`config.mk`:
```
export PLATFORM = sky130hd
export DESIGN_NAME = fetch_sequencer
export DESIGN_NICKNAME = d
export VERILOG_FILES = /design/src/rtl/fetch_sequencer.sv
export SDC_FILE = /design/constraint.sdc
export NUM_CORES = 1
export LEC_CHECK = 0
export CAP_MARGIN = 10
export CELL_PAD_IN_SITES_DETAIL_PLACEMENT = 1
export CELL_PAD_IN_SITES_GLOBAL_PLACEMENT = 2
export CORE_MARGIN = 2
export CORE_UTILIZATION = 29
export DETAILED_ROUTE_END_ITERATION = 12
export PLACE_DENSITY = 0.84
export SYNTH_ARGS = -nofsm -noshare
export SYNTH_HDL_FRONTEND = slang
export SYNTH_SLANG_ARGS = --single-unit
```
`constraint.sdc`:
```
create_clock -name clk -period 5 [get_ports clk]
set_input_delay 1 -clock clk [delete_from_list [all_inputs] [get_ports clk]]
set_output_delay 1 -clock clk [all_outputs]
set_load 0.03 [all_outputs]
```
`src/rtl/fetch_sequencer.sv`:
```
// fetch_sequencer: RV32 front-end fetch control.
//   Decides each cycle whether the external PC steps (+4), holds or is
//   redirected. Keeps one instruction-memory read outstanding at a time.
//   Returned words are queued in a BUF_DEPTH-entry FIFO, each tagged with its
//   PC, for decode. A redirect flushes the FIFO and any in-flight fetch.
// Ports:
//   clk, reset_n             clock, synchronous active-low reset
//   pc_address               current PC value (PC register lives outside)
//   pc_load, pc_new_address  PC load control; when pc_load=0 the PC steps by 4
//   imem_req_*               request channel (valid/ready, address)
//   imem_rsp_*               response channel (1-cycle pulse, always accepted)
//   redirect_valid/addr      redirect from execute; highest priority
//   inst_valid/ready/data/pc FIFO head toward decode
//   fetch_misaligned         only with FETCH_MISALIGN_CHECK_EN defined
// Build option FETCH_MISALIGN_CHECK_EN: when defined, a misaligned redirect
// target is loaded as-is and stalls fetching until an aligned redirect. When
// undefined, the redirect target has bits [1:0] forced to zero.
module fetch_sequencer #(
  parameter int unsigned     XLEN       = 32,
  parameter logic [XLEN-1:0] CODE_START = 32'h0000_8000,
  parameter int unsigned     BUF_DEPTH  = 2
) (
  input  logic            clk,
  input  logic            reset_n,
  input  logic [XLEN-1:0] pc_address,
  output logic            pc_load,
  output logic [XLEN-1:0] pc_new_address,
  output logic            imem_req_valid,
  input  logic            imem_req_ready,
  output logic [XLEN-1:0] imem_req_addr,
  input  logic            imem_rsp_valid,
  input  logic [31:0]     imem_rsp_data,
  input  logic            redirect_valid,
  input  logic [XLEN-1:0] redirect_addr,
  output logic            inst_valid,
  input  logic            inst_ready,
  output logic [31:0]     inst_data,
`ifdef FETCH_MISALIGN_CHECK_EN
  output logic            fetch_misaligned,
`endif
  output logic [XLEN-1:0] inst_pc
);

  localparam logic [1:0] ISSUE = 2'd0;
  localparam logic [1:0] WAIT  = 2'd1;
  localparam logic [1:0] DRAIN = 2'd2;

  localparam int unsigned PW      = $clog2(BUF_DEPTH);
  localparam logic [PW:0] DEPTH_C = BUF_DEPTH[PW:0];

  logic [1:0]      state_q, state_d;
  logic [PW:0]     count_q, count_d;
  logic [PW-1:0]   rd_q, rd_d, wr_q, wr_d;
  logic [XLEN-1:0] req_pc_q, req_pc_d;
  logic [XLEN-1:0] buf_pc_q   [BUF_DEPTH];
  logic [31:0]     buf_data_q [BUF_DEPTH];

  logic            push, pop;
  logic [XLEN-1:0] redir_target;
  logic            mis_q, mis_d;

`ifdef FETCH_MISALIGN_CHECK_EN
  assign redir_target = redirect_addr;
  assign mis_d        = redirect_valid ? (redirect_addr[1:0] != 2'b00) : mis_q;
  assign fetch_misaligned = reset_n & mis_q;
`else
  assign redir_target = redirect_addr & ~XLEN'(3);
  assign mis_d        = 1'b0;
`endif

  assign inst_valid = reset_n & (count_q != '0);
  assign inst_data  = reset_n ? buf_data_q[rd_q] : '0;
  assign inst_pc    = reset_n ? buf_pc_q[rd_q]   : '0;
  assign pop        = inst_valid & inst_ready;

  always_comb begin
    state_d        = state_q;
    req_pc_d       = req_pc_q;
    pc_load        = 1'b1;
    pc_new_address = pc_address;
    imem_req_valid = 1'b0;
    imem_req_addr  = pc_address;
    push           = 1'b0;

    case (state_q)
      ISSUE: begin
        imem_req_valid = (count_q < DEPTH_C) & ~redirect_valid & ~mis_q;
        if (imem_req_valid && imem_req_ready) begin
          pc_load  = 1'b0;
          req_pc_d = pc_address;
          state_d  = WAIT;
        end
      end
      WAIT: begin
        if (imem_rsp_valid) begin
          push    = 1'b1;
          state_d = ISSUE;
        end
      end
      DRAIN: begin
        if (imem_rsp_valid) state_d = ISSUE;
      end
      default: state_d = ISSUE;
    endcase

    // A redirect wins over everything; a response arriving with it is dropped,
    // and an in-flight read with no response yet must be drained first.
    if (redirect_valid) begin
      pc_load        = 1'b1;
      pc_new_address = redir_target;
      push           = 1'b0;
      state_d        = (state_q != ISSUE && !imem_rsp_valid) ? DRAIN : ISSUE;
    end

    if (!reset_n) begin
      pc_load        = 1'b0;
      pc_new_address = '0;
      imem_req_valid = 1'b0;
      imem_req_addr  = '0;
      push           = 1'b0;
    end
  end

  always_comb begin
    rd_d    = rd_q;
    wr_d    = wr_q;
    count_d = count_q;
    if (redirect_valid) begin
      rd_d    = '0;
      wr_d    = '0;
      count_d = '0;
    end else begin
      if (push) wr_d = wr_q + PW'(1);
      if (pop)  rd_d = rd_q + PW'(1);
      case ({push, pop})
        2'b10:   count_d = count_q + (PW+1)'(1);
        2'b01:   count_d = count_q - (PW+1)'(1);
        default: count_d = count_q;
      endcase
    end
  end

  always_ff @(posedge clk) begin
    if (!reset_n) begin
      state_q  <= ISSUE;
      count_q  <= '0;
      rd_q     <= '0;
      wr_q     <= '0;
      req_pc_q <= CODE_START;
      mis_q    <= 1'b0;
    end else begin
      state_q  <= state_d;
      count_q  <= count_d;
      rd_q     <= rd_d;
      wr_q     <= wr_d;
      req_pc_q <= req_pc_d;
      mis_q    <= mis_d;
    end
  end

  always_ff @(posedge clk) begin
    if (push) begin
      buf_pc_q[wr_q]   <= req_pc_q;
      buf_data_q[wr_q] <= imem_rsp_data;
    end
  end

endmodule
```
==> flow_summary_export.csv <==
group,metric,value,unit
status,status,"completed",
finish,area_growth,44.64,%
worst_setup_path,crit_arrival,3.06,ns
sta,slew_viol_final,0,
finish,nets,887,
synthesis,ys_seq_area_share,66.18,%
synthesis,yosys-top-cells-count,"edfxtp_1, nor2_1, mux2i_1",
global_routing,grt_usage,14.60,%
pwr,leakagePower,3.567,nW
sta,fmax,246.1,MHz
finish,drive_above_1_share,13.08,%
pwr,ir_worst_vdd,0.1601,mV
synthesis,synth_nets,666,
global_routing,overflow,0,
worst_setup_path,critPathKind,"in2out",
placement,io_buffers,230,
worst_setup_path,max_stage_delay,0.71,ns
synthesis,synthArstFlopShare,0,%
synthesis,synth.largest_area_cell,"edfxtp_1",
worst_setup_path,crit_top_cell,"clkdlybuf4s50_1",
detailed_routing,wl_per_cell,16.33,um
clocking,cts_made_buffers,17,
worst_setup_path,endpoint_kind,"output port",
worst_setup_path,slowest_stage,"clkdlybuf4s50_1",
pwr,seq_power_share,47.5,%
detailed_routing,wirelength,18200,um
placement,post-dp-hpwl,12490,um
sta,fin_skew,0.01150,ns
clocking,hold_buffers,0,
clocking,clockRootBuffer,"clkbuf_16",
clocking,clkTransAtPathRegs,0.07,ns
pwr,switchingPower,830.5,uW
floorplan,num_rows,56,
synthesis,avgSynthCellArea,12.46,um^2
clocking,insertion_delay,0.42,ns
worst_setup_path,cp_cell_sequence,"clkdlybuf4s50_1 > buf_4 > nand2b_1 > nor3_1 > clkdlybuf4s50_1",
detailed_routing,via_per_inst,4.468,
global_routing,grt_max_degree,47,
pwr,power.density,315.9,nW/um^2
worst_setup_path,path_buf_inv,3,
sta,setup_viol,0,
pwr,p_sw_share,26.01,%
floorplan,die_h,159.2,um
clocking,clockBufferDepth,2,
sta,timing_hold_violations_final,0,
worst_setup_path,r2r_slack,2.75,ns
worst_setup_path,worstSetupStartpointType,"input port",
global_routing,grt_pass1_vias,5369,
placement,place_ws,0.9118,ns
sta,final.min_clock_period,4.063,ns
synthesis,synth_edf_count,128,
clocking,cts_tree,"done",
pwr,power_frac_comb,12.9,%
global_routing,antenna_found_initial,0,
floorplan,io_pins,233,
sta,max_slew_margin,24.82,%
sta,setup_tns,0,ns
detailed_routing,antenna_left,0,
global_routing,grt_pass1_wl,29060,um
worst_setup_path,worst-path-max-fanout,36,
floorplan,core_area,23540,um^2
detailed_routing,first_iter_violations,191,
sta,whs,0.4541,ns
sta,tightest_slew,1.128,ns
detailed_routing,drc_errors,0,
clocking,cts_setup_buffers,0,
worst_setup_path,cp.required,4.00,ns
finish,final_util,42.93,%
sta,rsz0062_at_grt,"no",
clocking,post_cts_resized,0,
floorplan,die_w,159.2,um
synthesis,synth_ff_type,"edfxtp_1",
finish,antenna_cells,0,
finish,nFillCells,2560,
placement,place.gp.congestion,0.7093,
synthesis,synth_seq_cells,167,
pwr,power_frac_clock,39.6,%
sta,timing.final.crit_share,81.27,%
pwr,p_int,2.362,mW
synthesis,synthDistinctLibCells,30,
synthesis,synth.most_common_cell,"edfxtp_1",
synthesis,ys_top_cells_by_area,"edfxtp_1, mux2i_1, dfxtp_1",
synthesis,yosysWarnings,0,
flow_run,maxCapViolations,0,
worst_setup_path,cp_top_family,"buffers and inverters",
synthesis,synth_area,6988,um^2
detailed_routing,vias,4977,
detailed_routing,dr.pass1.iters,4,
sta,setup_slack,0.9368,ns
synthesis,synth_top_area_share,55.00,%
clocking,htree_levels,4,
clocking,cts.sinks,167,
synthesis,syn_inst,561,
floorplan,dieArea,25350,um^2
floorplan,start_util,29.68,%
hold_path,hp-class,"reg2reg",
[power groups by stage]
stage / sequential, mW / clock (mW) / combinational (mW)
floorplan: 1.55 / 0 / 0.204
global route: 1.52 / 1.37 / 0.440
CTS: 1.52 / 1.31 / 0.418
global placement: 1.55 / 0 / 0.411
finish: 1.52 / 1.27 / 0.411
detailed placement: 1.55 / 0 / 0.417
[cell families (layout without fill, tap and decap cells)]
kind of cell	after synthesis	after routing	share of synthesized area, %
XOR/XNOR	4	4	0.5014
AO/OA/AOI/OAI	38	38	2.883
flip-flops	167	167	66.18
buffers and inverters	42	276	3.169
AND/OR/NAND/NOR	213	213	13.27
multiplexers	94	94	13.46
adder cells (fa/ha/maj)	3	3	0.5372
[final timing paths]
kind	cells after the start	to	from
worst max-delay path	5	imem_req_valid	reset_n
worst min register to register	0	buf_pc_q[0][31]	req_pc_q[31]
worst min-delay path	0	buf_pc_q[0][31]	req_pc_q[31]
worst max register to register	5	buf_data_q[0][5]	state_q[1]
[layout make-up]
type	instances	area [um^2]	area share (%)
Clock buffer	17	425.4	4.209
Clock inverter	15	161.4	1.597
Inverter	5	21.27	0.2104
Multi-Input combinational cell	352	2162	21.39
Sequential cell	167	4628	45.79
Tap cell	319	399.1	3.949
Timing Repair Buffer	239	2310	22.85
[through the flow]
stage | cells | area [um^2] | power (mW)
global placement | 1082 | 9520 | 1.957
finish | 1114 | 10110 | 3.193
floorplan | 561 | 6988 | 1.750
global route | 1114 | 10110 | 3.329
detailed placement | 1082 | 9520 | 1.964
CTS | 1114 | 10110 | 3.245
[layer usage]
layer	global-route usage [%]	vias to the layer above	share of wire [%]
li1	-	2404	-
met1	17.40	2414	43
met2	25.18	138	50
met3	4.506	21	5.8
met4	4.711	0	1.7
met5	0	-	0
[sequential cells by signal, summed over array words and instances, names as in the netlist, named ones only]
name	count
wr_q	1
count_q	2
buf_data_q	64
req_pc_q	32
buf_pc_q	64
state_q	2
rd_q	1
[cells in the final DEF, fill, tap and decap left out, drive strengths merged, types with 3 or more instances in the layout]
master,count
mux2i,94
edfxtp,128
dfxtp,39
and2,34
buf,67
clkdlybuf4s50,172
nor2,104
inv,11
clkinv,9
ha,3
a21oi,34
clkbuf,17
nand2,64
xnor2,3
No activity file was read; power rests on OpenSTA's default activity.
